`src/rtl/priv_1_12_trap_seq_if.sv`:
```
// Bundle between the pipeline/CSR file and the trap sequencer.
// The slave modport is the sequencer side; master is the pipeline/CSR side.
interface priv_1_12_trap_seq_if;
  logic        ex_req;
  logic [3:0]  ex_code;
  logic [31:0] ex_epc;
  logic [31:0] ex_tval;
  logic        mret_req;
  logic        int_ok;
  logic [31:0] int_epc;
  logic [31:0] curr_mstatus;
  logic [31:0] curr_mie;
  logic [31:0] curr_mip;
  logic [31:0] curr_mtvec;
  logic [31:0] curr_mepc;
  logic        inject_mcause;
  logic        inject_mepc;
  logic        inject_mtval;
  logic        inject_mstatus;
  logic [31:0] next_mcause;
  logic [31:0] next_mepc;
  logic [31:0] next_mtval;
  logic [31:0] next_mstatus;
  logic        busy;
  logic        redirect_valid;
  logic [31:0] redirect_pc;

  modport slave (
    input  ex_req, ex_code, ex_epc, ex_tval, mret_req, int_ok, int_epc,
           curr_mstatus, curr_mie, curr_mip, curr_mtvec, curr_mepc,
    output inject_mcause, inject_mepc, inject_mtval, inject_mstatus,
           next_mcause, next_mepc, next_mtval, next_mstatus,
           busy, redirect_valid, redirect_pc
  );

  modport master (
    output ex_req, ex_code, ex_epc, ex_tval, mret_req, int_ok, int_epc,
           curr_mstatus, curr_mie, curr_mip, curr_mtvec, curr_mepc,
    input  inject_mcause, inject_mepc, inject_mtval, inject_mstatus,
           next_mcause, next_mepc, next_mtval, next_mstatus,
           busy, redirect_valid, redirect_pc
  );
endinterface

```
`src/rtl/priv_1_12_trap_seq.sv`:
```
// Trap/MRET sequencer: one CSR inject per cycle, then a one-cycle PC redirect.
// Trap: IDLE>W_CAUSE>W_EPC>W_TVAL>W_STATUS>REDIR; MRET: IDLE>M_STATUS>REDIR.
module priv_1_12_trap_seq #(
  parameter bit VECTORED_EN = 1'b1
) (
  input logic CLK,
  input logic nRST,
  priv_1_12_trap_seq_if.slave bus
);

  typedef enum logic [2:0] {
    IDLE, W_CAUSE, W_EPC, W_TVAL, W_STATUS, M_STATUS, REDIR
  } state_t;

  state_t      state_q, state_d;
  logic        is_int_q, is_int_d;
  logic        is_mret_q, is_mret_d;
  logic [3:0]  code_q, code_d;
  logic [31:0] epc_q, epc_d;
  logic [31:0] tval_q, tval_d;
  logic [31:0] mret_pc_q, mret_pc_d;

  logic        inj_mcause, inj_mepc, inj_mtval, inj_mstatus;
  logic [31:0] nxt_mcause, nxt_mepc, nxt_mtval, nxt_mstatus;
  logic        busy, redir_v;
  logic [31:0] redir_pc;

  logic [2:0]  pend;
  logic        int_take;
  logic [3:0]  int_code;
  logic [31:0] trap_tgt;

  // pend = {MEI, MTI, MSI}; priority MEI > MSI > MTI
  assign pend     = {bus.curr_mip[11], bus.curr_mip[7], bus.curr_mip[3]} &
                    {bus.curr_mie[11], bus.curr_mie[7], bus.curr_mie[3]};
  assign int_take = bus.curr_mstatus[3] & bus.int_ok & (|pend);
  assign int_code = pend[2] ? 4'd11 : (pend[0] ? 4'd3 : 4'd7);

  assign trap_tgt = {bus.curr_mtvec[31:2], 2'b00} +
                    ((VECTORED_EN && bus.curr_mtvec[1:0] == 2'b01 && is_int_q) ?
                     {26'b0, code_q, 2'b00} : 32'b0);

  always_comb begin
    state_d     = state_q;
    is_int_d    = is_int_q;
    is_mret_d   = is_mret_q;
    code_d      = code_q;
    epc_d       = epc_q;
    tval_d      = tval_q;
    mret_pc_d   = mret_pc_q;
    busy        = 1'b0;
    redir_v     = 1'b0;
    redir_pc    = 32'b0;
    inj_mcause  = 1'b0;
    inj_mepc    = 1'b0;
    inj_mtval   = 1'b0;
    inj_mstatus = 1'b0;
    nxt_mcause  = 32'b0;
    nxt_mepc    = 32'b0;
    nxt_mtval   = 32'b0;
    nxt_mstatus = 32'b0;
    case (state_q)
      IDLE: begin
        // nRST gating keeps busy low while reset is held
        if (nRST) begin
          if (bus.ex_req) begin
            busy      = 1'b1;
            is_int_d  = 1'b0;
            is_mret_d = 1'b0;
            code_d    = bus.ex_code;
            epc_d     = {bus.ex_epc[31:1], 1'b0};
            tval_d    = bus.ex_tval;
            state_d   = W_CAUSE;
          end else if (bus.mret_req) begin
            busy      = 1'b1;
            is_int_d  = 1'b0;
            is_mret_d = 1'b1;
            state_d   = M_STATUS;
          end else if (int_take) begin
            busy      = 1'b1;
            is_int_d  = 1'b1;
            is_mret_d = 1'b0;
            code_d    = int_code;
            epc_d     = {bus.int_epc[31:1], 1'b0};
            tval_d    = 32'b0;
            state_d   = W_CAUSE;
          end
        end
      end
      W_CAUSE: begin
        busy       = 1'b1;
        inj_mcause = 1'b1;
        nxt_mcause = {is_int_q, 27'b0, code_q};
        state_d    = W_EPC;
      end
      W_EPC: begin
        busy     = 1'b1;
        inj_mepc = 1'b1;
        nxt_mepc = epc_q;
        state_d  = W_TVAL;
      end
      W_TVAL: begin
        busy      = 1'b1;
        inj_mtval = 1'b1;
        nxt_mtval = tval_q;
        state_d   = W_STATUS;
      end
      W_STATUS: begin
        busy               = 1'b1;
        inj_mstatus        = 1'b1;
        nxt_mstatus        = bus.curr_mstatus;
        nxt_mstatus[7]     = bus.curr_mstatus[3];
        nxt_mstatus[3]     = 1'b0;
        nxt_mstatus[12:11] = 2'b11;
        state_d            = REDIR;
      end
      M_STATUS: begin
        busy               = 1'b1;
        inj_mstatus        = 1'b1;
        nxt_mstatus        = bus.curr_mstatus;
        nxt_mstatus[3]     = bus.curr_mstatus[7];
        nxt_mstatus[7]     = 1'b1;
        nxt_mstatus[12:11] = 2'b00;
        mret_pc_d          = bus.curr_mepc;
        state_d            = REDIR;
      end
      REDIR: begin
        busy     = 1'b1;
        redir_v  = 1'b1;
        redir_pc = is_mret_q ? mret_pc_q : trap_tgt;
        state_d  = IDLE;
      end
      default: state_d = IDLE;
    endcase
  end

  always_ff @(posedge CLK or negedge nRST) begin
    if (!nRST) begin
      state_q   <= IDLE;
      is_int_q  <= 1'b0;
      is_mret_q <= 1'b0;
      code_q    <= 4'b0;
      epc_q     <= 32'b0;
      tval_q    <= 32'b0;
      mret_pc_q <= 32'b0;
    end else begin
      state_q   <= state_d;
      is_int_q  <= is_int_d;
      is_mret_q <= is_mret_d;
      code_q    <= code_d;
      epc_q     <= epc_d;
      tval_q    <= tval_d;
      mret_pc_q <= mret_pc_d;
    end
  end

  assign bus.inject_mcause  = inj_mcause;
  assign bus.inject_mepc    = inj_mepc;
  assign bus.inject_mtval   = inj_mtval;
  assign bus.inject_mstatus = inj_mstatus;
  assign bus.next_mcause    = nxt_mcause;
  assign bus.next_mepc      = nxt_mepc;
  assign bus.next_mtval     = nxt_mtval;
  assign bus.next_mstatus   = nxt_mstatus;
  assign bus.busy           = busy;
  assign bus.redirect_valid = redir_v;
  assign bus.redirect_pc    = redir_pc;

  logic unused_bits;
  assign unused_bits = ^{bus.curr_mip[31:12], bus.curr_mip[10:8], bus.curr_mip[6:4],
                         bus.curr_mip[2:0], bus.curr_mie[31:12], bus.curr_mie[10:8],
                         bus.curr_mie[6:4], bus.curr_mie[2:0], bus.ex_epc[0],
                         bus.int_epc[0]};

endmodule

```
`src/flat_wrapper.sv`:
```
// flat-port wrapper written by rule: the top's interface ports become plain ports
module priv_1_12_trap_seq_flat 
#(
  parameter bit VECTORED_EN = 1'b1
)
  (CLK, nRST, bus_ex_req, bus_ex_code, bus_ex_epc, bus_ex_tval, bus_mret_req, bus_int_ok, bus_int_epc, bus_curr_mstatus, bus_curr_mie, bus_curr_mip, bus_curr_mtvec, bus_curr_mepc, bus_inject_mcause, bus_inject_mepc, bus_inject_mtval, bus_inject_mstatus, bus_next_mcause, bus_next_mepc, bus_next_mtval, bus_next_mstatus, bus_busy, bus_redirect_valid, bus_redirect_pc);
  priv_1_12_trap_seq_if bus_i ();
  input logic CLK;
  input logic nRST;
  input wire logic [$bits(bus_i.ex_req)-1:0] bus_ex_req;
  input wire logic [$bits(bus_i.ex_code)-1:0] bus_ex_code;
  input wire logic [$bits(bus_i.ex_epc)-1:0] bus_ex_epc;
  input wire logic [$bits(bus_i.ex_tval)-1:0] bus_ex_tval;
  input wire logic [$bits(bus_i.mret_req)-1:0] bus_mret_req;
  input wire logic [$bits(bus_i.int_ok)-1:0] bus_int_ok;
  input wire logic [$bits(bus_i.int_epc)-1:0] bus_int_epc;
  input wire logic [$bits(bus_i.curr_mstatus)-1:0] bus_curr_mstatus;
  input wire logic [$bits(bus_i.curr_mie)-1:0] bus_curr_mie;
  input wire logic [$bits(bus_i.curr_mip)-1:0] bus_curr_mip;
  input wire logic [$bits(bus_i.curr_mtvec)-1:0] bus_curr_mtvec;
  input wire logic [$bits(bus_i.curr_mepc)-1:0] bus_curr_mepc;
  output wire logic [$bits(bus_i.inject_mcause)-1:0] bus_inject_mcause;
  output wire logic [$bits(bus_i.inject_mepc)-1:0] bus_inject_mepc;
  output wire logic [$bits(bus_i.inject_mtval)-1:0] bus_inject_mtval;
  output wire logic [$bits(bus_i.inject_mstatus)-1:0] bus_inject_mstatus;
  output wire logic [$bits(bus_i.next_mcause)-1:0] bus_next_mcause;
  output wire logic [$bits(bus_i.next_mepc)-1:0] bus_next_mepc;
  output wire logic [$bits(bus_i.next_mtval)-1:0] bus_next_mtval;
  output wire logic [$bits(bus_i.next_mstatus)-1:0] bus_next_mstatus;
  output wire logic [$bits(bus_i.busy)-1:0] bus_busy;
  output wire logic [$bits(bus_i.redirect_valid)-1:0] bus_redirect_valid;
  output wire logic [$bits(bus_i.redirect_pc)-1:0] bus_redirect_pc;
  assign bus_i.ex_req = bus_ex_req;
  assign bus_i.ex_code = bus_ex_code;
  assign bus_i.ex_epc = bus_ex_epc;
  assign bus_i.ex_tval = bus_ex_tval;
  assign bus_i.mret_req = bus_mret_req;
  assign bus_i.int_ok = bus_int_ok;
  assign bus_i.int_epc = bus_int_epc;
  assign bus_i.curr_mstatus = bus_curr_mstatus;
  assign bus_i.curr_mie = bus_curr_mie;
  assign bus_i.curr_mip = bus_curr_mip;
  assign bus_i.curr_mtvec = bus_curr_mtvec;
  assign bus_i.curr_mepc = bus_curr_mepc;
  assign bus_inject_mcause = bus_i.inject_mcause;
  assign bus_inject_mepc = bus_i.inject_mepc;
  assign bus_inject_mtval = bus_i.inject_mtval;
  assign bus_inject_mstatus = bus_i.inject_mstatus;
  assign bus_next_mcause = bus_i.next_mcause;
  assign bus_next_mepc = bus_i.next_mepc;
  assign bus_next_mtval = bus_i.next_mtval;
  assign bus_next_mstatus = bus_i.next_mstatus;
  assign bus_busy = bus_i.busy;
  assign bus_redirect_valid = bus_i.redirect_valid;
  assign bus_redirect_pc = bus_i.redirect_pc;
  priv_1_12_trap_seq #(.VECTORED_EN(VECTORED_EN)) u_core (.CLK(CLK), .nRST(nRST), .bus(bus_i));
endmodule
```
`config.mk`:
```
export PLATFORM = sky130hd
export DESIGN_NAME = priv_1_12_trap_seq_flat
export DESIGN_NICKNAME = d
export VERILOG_FILES = /design/src/rtl/priv_1_12_trap_seq_if.sv /design/src/rtl/priv_1_12_trap_seq.sv /design/src/flat_wrapper.sv
export SDC_FILE = /design/constraint.sdc
export NUM_CORES = 1
export LEC_CHECK = 0
export ABC_AREA = 1
export BUFFER_PORTS_ARGS = -buffer_cell sky130_fd_sc_hd__buf_2
export CELL_PAD_IN_SITES_DETAIL_PLACEMENT = 2
export CELL_PAD_IN_SITES_GLOBAL_PLACEMENT = 2
export CORE_AREA = 3 3 191 193
export CTS_CLUSTER_SIZE = 20
export DETAILED_ROUTE_END_ITERATION = 10
export DIE_AREA = 0 0 194 196
export PLACE_DENSITY_LB_ADDON = 0.3
export SLEW_MARGIN = 5
export SYNTH_ARGS = -nofsm -noshare
export SYNTH_HDL_FRONTEND = slang
export SYNTH_SLANG_ARGS = --single-unit
```
`constraint.sdc`:
```
create_clock -name CLK -period 2.2 [get_ports CLK]
set_clock_uncertainty 0.2 [all_clocks]
set_input_delay 0.22 -clock CLK [delete_from_list [all_inputs] [get_ports CLK]]
set_output_delay 0.22 -clock CLK [all_outputs]
set_load 0.01 [all_outputs]
```
# Yosys cells after proc, flatten, opt, wreduce, memory -nomap -nowiden
# Index checks and enable logic that the tools add are counted.
dict set report classes {
  addsub 1
  eq_ne 10
  muxes 39
  n_bitwise 3
  n_reduce_logical 10
}
# cell n
set ops {}
lappend ops {{32-bit two-way mux} 11}
lappend ops {{32-bit one-hot mux with 2 select lines} 1}
lappend ops {{32-bit adder} 1}
lappend ops {{4-bit two-way mux} 4}
lappend ops {{1-bit two-way mux} 15}
lappend ops {{3-bit two-way mux} 5}
lappend ops {{3-bit one-hot mux with 5 select lines} 1}
lappend ops {{3-bit == test (second input constant)} 3}
lappend ops {{3-bit by 2-bit == test with 1-bit output (second input constant)} 2}
lappend ops {{6-bit two-way mux} 1}
lappend ops {{6-bit OR reduction} 1}
lappend ops {{2-bit != test (second input constant)} 2}
lappend ops {{4-bit by 3-bit != test with 1-bit output (second input constant)} 1}
lappend ops {{4-bit AND reduction} 1}
lappend ops {{3-bit AND} 1}
lappend ops {{3-bit by 1-bit == test with 1-bit output (second input constant)} 1}
lappend ops {{3-bit logical NOT} 1}
lappend ops {{3-bit AND reduction} 1}
lappend ops {{3-bit nonzero test} 1}
lappend ops {{3-bit OR reduction} 1}
lappend ops {{1-bit AND} 2}
lappend ops {{2-bit by 1-bit == test with 1-bit output (second input constant)} 1}
lappend ops {{1-bit one-hot mux with 2 select lines} 1}
lappend ops {{2-bit AND reduction} 1}
lappend ops {{3 further kinds} 3}
dict set report word_totals {
  regBits 105
  inputBits 265
  out_inout_bits 166
  wordCells 70
}

# Longest topological paths before layout
# Gate-level depths: netlist (run 1).
dict set report logic_depth {
  word_depth 8
  depth_mapped 14
  depth_no_buf 14
}

# Least setup slack after synthesis (run 1)
# Ideal clock, no wire load.
dict set report synth_timing {
  path_type {flip-flop to output port}
  from {reg u_core.is_int_q}
  to {out bus_redirect_pc[14]}
  t_arrival_ns 1.987
  required_time_ns 1.780
  slack_ns -0.207
  stages_incl_launch_ff 12
  path_buffers 0
  cell_sequence {dfrtp_1 > nand3b_1 > nor2_1 > ha_1 > fa_1 > nand2_1 > nand2_1 > o21ai_1 > nor2_2 > or2_2 > nand3_1 > nand2_1}
}
dict set report synth_between {
  elab_chain_len 5
}
# element line
set synth_lines {}
lappend synth_lines {{start, declared} priv_1_12_trap_seq.sv:16} ;# logic is_int_q, is_int_d;
lappend synth_lines {{start signal, assigned} priv_1_12_trap_seq.sv:148} ;# is_int_q <= is_int_d;
lappend synth_lines {{1-bit logical AND} priv_1_12_trap_seq.sv:40} ;# ((VECTORED_EN && bus.curr_mtvec[1:0] == 2'b01 && is_int_q) ?
lappend synth_lines {{6-bit two-way mux} priv_1_12_trap_seq.sv:40}
lappend synth_lines {{32-bit adder} priv_1_12_trap_seq.sv:39} ;# assign trap_tgt = {bus.curr_mtvec[31:2], 2'b00} +
lappend synth_lines {{32-bit two-way mux} priv_1_12_trap_seq.sv:130} ;# redir_pc = is_mret_q ? mret_pc_q : trap_tgt;
lappend synth_lines {{32-bit two-way mux} priv_1_12_trap_seq.sv:62} ;# case (state_q)
lappend synth_lines {{end, declared} flat_wrapper.sv:32} ;# output wire logic [$bits(bus_i.redirect_pc)-1:0] bus_redirect_pc;
# No other way between the ends.

# Final worst setup path (run 1)
dict set report layout_timing {
  from {reg u_core.is_int_q}
  to {out bus_redirect_pc[12]}
}
# Same word-level chain as after synthesis.

==> results of run 1 <==
## final cells by class
class,count,area share [%]
timing repair buffer,558,34.57
clock inverter,7,0.7689
antenna,3,0.06151
sequential,104,21.35
inverter,145,4.562
tap,455,4.665
multi-input combinational,674,32.18
clock buffer,9,1.845
## worst max-delay path, delay by kind of cell (launching register included)
| family | cells | cell delay, ns |
|---|---|---|
| adders and majority gates | 2 | 0.54 |
| AOI/OAI and AO/OA | 1 | 0.09 |
| and+or+nand+nor | 5 | 0.48 |
| DFF | 1 | 0.39 |
| buffers and inverters | 5 | 0.65 |
## stage by stage
step	std cells	setup TNS (ns)	hold slack, ns	worst slack, ns
floorplan	992	-0.03124	-0.2756	-0.02616
global placement	1767	-9.479	0.05314	-0.4431
detailed placement	1767	-11.32	0.06482	-0.5027
CTS	1931	-20.90	0.03192	-0.8193
global route	1955	-26.91	0.05869	-0.9539
finish	1955	-18.88	0.04125	-0.7529
## cell usage in the layout, fill, tap and decap left out, types with 7 or more instances in the layout
master         instances
dlygate4sd3_1        134
dfrtp_1              102
nand3_1               23
nor2_2                32
nand2_4                7
inv_2                 12
mux2_2                32
nand2_1              203
o21ai_0               31
nand3_2                9
nand2_2               20
nand3b_1               9
inv_1                129
buf_12                13
nor2_1               131
buf_2                301
o21ai_1               18
clkbuf_16             15
buf_4                 56
buf_6                 48
nor2_4                49
conb_1                28
a31oi_1               33
## metal layers
metal	track usage (%)	up-vias	routed length [µm]
met1	20.39	4176	14720
met5	0	-	61
met3	5.444	39	2104
met4	4.043	8	621
li1	-	3970	-
met2	34.76	224	20560
## registers in the layout, indices dropped and copies added, names as in the netlist
| register | count |
|---|---|
| u_core.mret_pc_q | 32 |
| u_core.tval_q | 32 |
| u_core.epc_q | 31 |
| u_core.code_q | 4 |
| u_core.state_q | 3 |
| u_core.is_int_q | 1 |
| u_core.is_mret_q | 1 |
## worst paths after layout
kind                                      startpoint                    to  slack [ns]  cells past startpoint
max in group asynchronous                       nRST       u_core.epc_q[7]        0.91                      4
worst max-delay path                 u_core.is_int_q   bus_redirect_pc[12]       -0.75                     13
worst max register to register     u_core.state_q[0]       u_core.epc_q[8]        0.07                     10
worst min register to register  u_core.mret_pc_q[26]  u_core.mret_pc_q[26]        0.31                      1
min in group asynchronous                       nRST     u_core.state_q[1]        0.35                      4
worst min-delay path                bus_curr_mip[11]      u_core.code_q[2]        0.04                      4
## synthesized netlist by cell type (all sizes together)
cell type  count  area [µm²]
buf           57       375.4
xnor2          3       26.28
ha             4       50.05
mux2          32       360.4
nor2         212       810.8
nand2        230       863.3
nor3           5       25.02
o21ai         52       260.3
fa             1       20.02
a22o           2       17.52
clkinv         1       3.750
xor2           2       17.52
or2            3       18.77
nand4          6       37.54
inv          144       540.5
o211ai         1       7.510
clkbuf        12       46.29
nand3b         9       67.56
and2           1       6.260
conb           1       3.750
nand3         37       190.2
a21oi         11       58.81
a31oi         34       212.7
a32oi          1       8.760
dfrtp        104        2603
## power by group
part / switching [mW] / internal, mW
registers: 0.490 / 2.88
clock network: 0.951 / 0.928
logic: 3.71 / 2.82
## timing repair
item / CTS / global route
pin swaps: 21 / 32
setup endpoints to repair: 110 / 131
resized for setup: 88 / 195
cloned: 1 / 9
hold buffers: 135 / 0
hold endpoints to repair: 120 / 0
buffers inserted: 13 / 16
## logic make-up (layout without fill, tap and decap cells)
logic type	count (synthesis)	count (layout)	share of synthesized area, %
simple gates	503	503	30.45
buf+inv	214	719	14.57
flops	104	104	39.25
compound gates	101	101	8.528
mux	32	32	5.434
fa+ha+maj	5	5	1.057
xor+xnor	5	5	0.6605
other cells	1	31	0.05655
==> flow_summary.yaml, run 1 <==
outcome:
  status: "complete, but fails checks"
  violations: "setup timing"
worst_setup_path:
  cp_max_fo: 5
  cp_slowest_cell: "dfrtp_1"
  crit_path_end_kind: "output pin"
  startpoint_type: "register"
  cpMostUsedCell: "buf_6"
  required_ns: 1.78
  worstPathArrival_ns: 2.53
  crit_type: "register to output pin"
  cpPeakStageDelay_ns: 0.39
  crit_chain: "nand3b_1, nor2_1, ha_2, fa_2, buf_4, buf_6, buf_6, nand3_4, nand2_4, buf_4, nand2_2, a31oi_4, buf_6"
placement:
  place_congestion: 0.7920
  placed_cell_area_um2: 9090
  port_buffers: 340
  dpl.hpwl_mm: 25.09
clock_tree:
  clk_pin_slew_ns: 0.09
  clock_path_buffers: 2
  cts_buffers: 9
  h-tree-depth: 3
  clock_sinks: 104
  worstSkewPairLatency_ns: 0.38
  cts_tree: "yes"
  cts-root-buf: "clkbuf_16"
global_route:
  antenna_found_initial: 7
  first_global_vias: 9551
  track_usage_pct: 18.41
  overflow: 0
  grt_max_degree: 86
  grt_pass1_wl_mm: 55.03
yosys:
  ys_types: 35
  yosys_warnings: 0
  postSynthAreaPerCell_um2: 6.872
  ys_ff_latch: 104
  ys_seq_area_share_pct: 39.25
  synth_cells: 965
  synth_area_um2: 6631
timing:
  worst_slew_pin_slew_ns: 0.5375
  max_slew_margin_pct: 64.17
  slew_viol_final: 0
  fmax_ghz: 0.3386
  period_minus_slack_ns: 2.953
  rsz0062_at_grt: "yes"
  finalSetupViolCount: 29
  min_period_over_period_pct: 134.2
  hold_viol: 0
  fin_ws_ns: -0.7529
routing:
  wl_mm: 38.06
  vias: 8417
  route.detailed.drc: 0
  wl_per_cell_um: 19.47
  vias_per_cell: 4.305
  ant_nets: 0
  first_pass_iters: 4
  drtIter0Drc: 153
die:
  initial_core_util_pct: 19.10
  core_um2: 34710
  die-area_um2: 38020
  die_w_um: 194
  die_y_um: 196
  rows: 68
  boundaryPins: 431
power:
  cellLeakagePower_nw: 6.261
  vdd_drop_max_v: 0.0004946
  power_mw: 11.78
  p_per_area_nw_per_um2: 965.4
finish:
  finalInstanceArea_um2: 12200
  fillers: 4005
  area_growth_pct: 84.04
  multi_input_area_um2: 3928
  final_core_util_pct: 35.16
  drive_gt1_share_pct: 42.08
  fin_nets: 1762
  seq_area_um2: 2605
min_path:
  hp-class: "input port to register"
run:
  maxCapViolCount: 0
Note: power is estimated with default switching activity, not from simulation.
==> run 2: changes to the inputs <==
--- a/config.mk
+++ b/config.mk
@@ -14,6 +14,7 @@
 export DETAILED_ROUTE_END_ITERATION = 10
 export DIE_AREA = 0 0 194 196
 export PLACE_DENSITY_LB_ADDON = 0.3
+export SKIP_LAST_GASP = 1
 export SLEW_MARGIN = 5
 export SYNTH_ARGS = -nofsm -noshare
 export SYNTH_HDL_FRONTEND = slang
==> run 2 against run 1 <==
The flow still finishes with violations (setup timing). Cell count up 0.10%. Register-to-register slack got worse by 0.02 ns. Sequential share of layout area rose by 0.090 points. Core utilization down 0.15 points. Combinational power decreased by 2%. Final area fell by 0.42%. Clock-buffer cell count unchanged. Critical endpoint is now bus_redirect_pc[4]. Largest cell class unchanged.
==> flow_summary.yaml, run 2 (synthesized netlist as in run 1, its figures left out) <==
routing:
  vias: 8440
  wl_per_cell_um: 19.55
  drtIter0Drc: 168
  wl_mm: 38.27
  first_pass_iters: 4
  vias_per_cell: 4.313
  route.detailed.drc: 0
  ant_nets: 0
placement:
  post-place-cells: 1767
  dpl.hpwl_mm: 25.09
  port_buffers: 340
  placed_cell_area_um2: 9090
  place_congestion: 0.7920
  pre_cts_ws_ns: -0.5027
min_path:
  hold_depth: 4
  holdPathEnd: "u_core.code_q[2]"
  hp-start: "bus_curr_mie[11]"
  hp-class: "input port to register"
outcome:
  violations: "setup timing"
  status: "complete, but fails checks"
timing:
  max_slew_margin_pct: 62.47
  worst_slew_pin_slew_ns: 0.5608
  rsz0062_at_grt: "yes"
  fin_ws_ns: -0.7633
  setup-tns-final_ns: -20.00
  finalSetupViolCount: 39
  min_period_over_period_pct: 134.7
  fmax_ghz: 0.3375
  holdWs_ns: 0.08333
  period_minus_slack_ns: 2.963
  hold_viol: 0
  slew_viol_final: 0
power:
  comb_power_share_pct: 55.0
  power_mw: 11.68
  internal-power_mw: 6.627
  cellLeakagePower_nw: 6.331
  p_clk_share_pct: 16.1
  switchingPower_mw: 5.056
  p_sw_share_pct: 43.28
  vdd_drop_max_v: 0.0004523
  p_per_area_nw_per_um2: 961.3
  p_seq_share_pct: 28.9
finish:
  area_growth_pct: 83.26
  layout_common_cells: "316 x buf_2, 191 x nand2_1, 149 x nor2_1"
  drive_gt1_share_pct: 42.56
  fin_nets: 1764
  finalInstanceArea_um2: 12150
  final_core_util_pct: 35.01
  finalNonFillerCells: 1957
  mostFrequentLayoutCell: "buf_2"
  largestRegisters: "u_core.mret_pc_q: 32 flops, u_core.tval_q: 32 flops, u_core.epc_q: 31 flops"
die:
  rows: 68
  boundaryPins: 431
  die_y_um: 196
  die_w_um: 194
  initial_core_util_pct: 19.10
  core_um2: 34710
  die-area_um2: 38020
global_route:
  use_met3_pct: 5.444
  grt-busiest-layer: "met2"
  grtUsageMet1_pct: 20.35
  antenna_found_initial: 7
  first_global_vias: 9567
  grt_max_degree: 86
  grt_pass1_wl_mm: 54.97
  use_met2_pct: 34.77
  track_usage_pct: 18.38
  overflow: 0
clock_tree:
  clock_sinks: 104
  cts-root-buf: "clkbuf_16"
  cts_tree: "yes"
  h-tree-depth: 3
  worstSkewPairLatency_ns: 0.38
  clock_path_buffers: 2
  cts_buffers: 9
  clk_pin_slew_ns: 0.09
worst_setup_path:
  crit_type: "register to output pin"
  startpoint_type: "register"
  reg2reg_to: "u_core.epc_q[8]"
  cp_max_fo: 4
  rrSetupSlack_ns: 0.05
  r2r_start: "u_core.state_q[0]"
  worstPathArrival_ns: 2.54
  crit_path_end_kind: "output pin"
  required_ns: 1.78
  r2r_cells: 10
run:
  maxCapViolCount: 0
-- run 2: changes by cell type in the layout (fill, tap and decap cells not counted), moves of 3 or more --
cell and delta:
nand3_1 -7, nor2_1 +18, nand2_2 +6, nand2_4 +6, nor2_4 -21, nand2_1 -12, buf_2 +15, nand3_2 +6
nor2_2 +3, buf_6 -14
-- run 2: critical path, stage by stage (launching register included) --
cell	delay, ns
dfrtp_1	0.39
nand3b_1	0.17
nor2_1	0.08
ha_2	0.19
fa_2	0.35
buf_4	0.14
buf_4	0.12
buf_6	0.12
or2_4	0.22
a32oi_1	0.19
inv_1	0.07
buf_6	0.12
-- run 2: worst max path at each step --
stage	from	endpoint	slack, ns	cells past startpoint
after CTS	u_core.is_int_q	bus_redirect_pc[14]	-0.82	13
after floorplan	u_core.is_int_q	bus_redirect_pc[14]	-0.03	11
after global routing	u_core.is_int_q	bus_redirect_pc[16]	-0.96	15
after detailed placement	bus_curr_mtvec[1]	bus_redirect_pc[13]	-0.50	13
after global placement	bus_curr_mtvec[1]	bus_redirect_pc[13]	-0.44	13
final	u_core.is_int_q	bus_redirect_pc[4]	-0.76	11
-- run 2: layout make-up --
| cell class | count | area, µm² |
|---|---|---|
| antenna | 3 | 7.507 |
| clock buffer | 9 | 225.2 |
| clock inverter | 7 | 93.84 |
| fill | 4024 | 22560 |
| inverter | 145 | 561.8 |
| multi-input combinational | 674 | 3914 |
| sequential | 104 | 2605 |
| tap | 455 | 569.3 |
| timing repair buffer | 560 | 4177 |
-- run 2: what timing repair did --
action                                  CTS  global route
pin swaps                                21            58
endpoints found under the setup margin  110           131
setup buffers                            13            18
hold buffers                            135             0
gates cloned                              1            10
endpoints found under the hold margin   120             0
resized for setup                        82           184
-- run 2: metal layers --
metal | wire length, µm | share of wire (%)
met1 | 14830 | 39
met2 | 20750 | 54
met3 | 2082 | 5.4
met4 | 539 | 1.4
met5 | 61 | 0.16
-- run 2: power by group through the flow --
stage / Clock (mW) / Combinational (mW) / Sequential [mW]
after floorplan: 0 / 2.66 / 3.23
after global placement: 0 / 4.50 / 3.31
after detailed placement: 0 / 4.60 / 3.37
after CTS: 1.97 / 5.17 / 3.33
after global routing: 2.01 / 7.04 / 3.50
final: 1.89 / 6.42 / 3.38
==> run 3: changes to the inputs <==
--- a/config.mk
+++ b/config.mk
@@ -15,7 +15,7 @@
 export DIE_AREA = 0 0 194 196
 export PLACE_DENSITY_LB_ADDON = 0.3
 export SKIP_LAST_GASP = 1
-export SLEW_MARGIN = 5
+export SLEW_MARGIN = 30
 export SYNTH_ARGS = -nofsm -noshare
 export SYNTH_HDL_FRONTEND = slang
 export SYNTH_SLANG_ARGS = --single-unit
==> constraint.sdc (replaced) <==
create_clock -name CLK -period 2.38 [get_ports CLK]
set_clock_uncertainty 0.2 [all_clocks]
set_input_delay 0.238 -clock CLK [delete_from_list [all_inputs] [get_ports CLK]]
set_output_delay 0.238 -clock CLK [all_outputs]
set_load 0.01 [all_outputs]
==> run 3 against run 2 <==
The flow still finishes with violations (setup timing). Wire length shrank 10%. Worst setup slack gained 0.15 ns. Via count shrank 3.3%. Clock-buffer cell count is the same. Combinational power shrank 27%. Die area is the same. Highest routed layer unchanged. Critical endpoint is now bus_redirect_pc[14]. Final area shrank 6.5%.
==> flow_summary.yaml, run 3 (synthesized netlist as in run 1, its figures left out) <==
clock_tree:
  cts_tree: "yes"
  worstSkewPairLatency_ns: 0.37
  clock_sinks: 104
  cts-root-buf: "clkbuf_16"
  h-tree-depth: 3
  cts_buffers: 9
  clock_path_buffers: 2
  clk_pin_slew_ns: 0.09
global_route:
  track_usage_pct: 17.66
  grt_max_degree: 53
  overflow: 0
  antenna_found_initial: 3
  first_global_vias: 9471
  grt_pass1_wl_mm: 53.23
worst_setup_path:
  crit_path_end_kind: "output pin"
  crit_type: "register to output pin"
  cpMostUsedCell: "buf_6"
  worst-path-stages: 14
  cpPeakStageDelay_ns: 0.40
  rrSetupSlack_ns: 0.19
  r2r_cells: 9
  critical_path.top_delay_family: "simple AND/OR/NAND/NOR gates"
  reg2reg_to: "u_core.epc_q[19]"
  path_buf_inv: 4
  required_ns: 1.94
  endpoint: "bus_redirect_pc[14]"
  crit_chain: "nand3b_1, buf_6, buf_6, nor2_4, fa_2, nand2_2, nand2_2, o21ai_4, nor2_4, buf_6, or2_4, nand3_2, nand2_1, buf_2"
  critPathLaunch: "u_core.is_int_q"
  cp_slowest_cell: "dfrtp_1"
  worstPathArrival_ns: 2.56
  startpoint_type: "register"
  r2r_start: "u_core.state_q[0]"
  cp_max_fo: 6
timing:
  rsz0062_at_grt: "yes"
  max_slew_margin_pct: 48.87
  holdWs_ns: 0.02271
  hold_viol: 0
  slew_viol_final: 0
  fin_ws_ns: -0.6163
  period_minus_slack_ns: 2.996
  setup-tns-final_ns: -14.17
  fmax_ghz: 0.3337
  finalSetupViolCount: 29
  worst_slew_pin_slew_ns: 0.7670
  min_period_over_period_pct: 125.9
die:
  die_w_um: 194
  die-area_um2: 38020
  rows: 68
  initial_core_util_pct: 19.10
  die_y_um: 196
  core_um2: 34710
  boundaryPins: 431
finish:
  num_antenna_cells: 0
  finalNonFillerCells: 1932
  largestRegisters: "u_core.mret_pc_q: 32 flops, u_core.tval_q: 32 flops, u_core.epc_q: 31 flops"
  finalInstanceArea_um2: 11360
  area_growth_pct: 71.38
  multi_input_area_um2: 3665
  layout_common_cells: "333 x buf_2, 198 x nand2_1, 192 x nor2_1"
  fillers: 4078
  fin_nets: 1742
  seq_area_um2: 2604
  drive_gt1_share_pct: 37.78
  final_core_util_pct: 32.74
  mostFrequentLayoutCell: "buf_2"
power:
  p_seq_share_pct: 32.4
  comb_power_share_pct: 49.6
  p_per_area_nw_per_um2: 833.8
  cellLeakagePower_nw: 6.089
  internal-power_mw: 5.483
  switchingPower_mw: 3.993
  p_clk_share_pct: 18.0
  power_mw: 9.476
  p_sw_share_pct: 42.14
  vdd_drop_max_v: 0.0003946
run:
  maxCapViolCount: 0
min_path:
  hp-class: "input port to register"
routing:
  vias_per_cell: 4.225
  wl_per_cell_um: 17.82
  wl_mm: 34.44
  vias: 8163
  route.detailed.drc: 0
  first_pass_iters: 4
  ant_nets: 0
  drtIter0Drc: 237
outcome:
  status: "complete, but fails checks"
  violations: "setup timing"
placement:
  port_buffers: 340
  dpl.hpwl_mm: 24.67
  pre_cts_ws_ns: -0.3599
  place_congestion: 0.8065
  post-place-cells: 1763
  placed_cell_area_um2: 8949
-- run 3: worst min path at each step --
stage | start | endpoint | slack [ns] | cells after the start
2_1_floorplan | nRST | u_core.code_q[0] | -0.26 | 0
3_3_place_gp | nRST | u_core.tval_q[31] | 0.08 | 2
3_5_place_dp | nRST | u_core.tval_q[31] | 0.08 | 2
4_1_cts | bus_curr_mip[3] | u_core.code_q[2] | 0.004 | 4
5_1_grt | bus_curr_mip[3] | u_core.code_q[2] | 0.03 | 4
6_report | bus_curr_mip[3] | u_core.code_q[2] | 0.02 | 4
-- run 3: worst reg2reg max path: stages, from the launching register on --
cell	delay, ns
dfrtp_1	0.39
buf_4	0.15
nor2_2	0.10
nand2_1	0.10
inv_2	0.09
nand3_1	0.11
a21oi_4	0.21
nor2_1	0.06
a31oi_1	0.14
dlygate4sd3_1	0.57
-- run 3: power groups by stage --
stage          Sequential (mW)  Combinational [mW]  Clock [mW]
2_1_floorplan             2.98                2.45           0
3_3_place_gp              3.06                4.04           0
3_5_place_dp              3.11                4.13           0
4_1_cts                   3.07                4.53        1.78
5_1_grt                   3.19                5.28        1.84
6_report                  3.07                4.70        1.70
-- run 3: metal layers --
metal  GRT usage [%]  wire length [µm]
met5               0                31
met4           4.176               575
met3           5.066              1907
met2           32.82             17970
met1           19.95             13950
-- run 3: what timing repair did --
item,CTS,global route
setup buffers,9,15
hold buffers,132,0
gates cloned,0,0
setup endpoints to repair,64,85
endpoints found under the hold margin,153,0
pin swaps,33,47
gates resized for setup,68,84
-- run 3: area by class of cell --
type	count	share of cell area (%)
multi-input cells	674	32.25
inverters	145	4.833
well taps	455	5.009
flip-flops and latches	104	22.91
repair buffers	538	32.21
clock buffers	9	1.982
clock inverters	7	0.8037
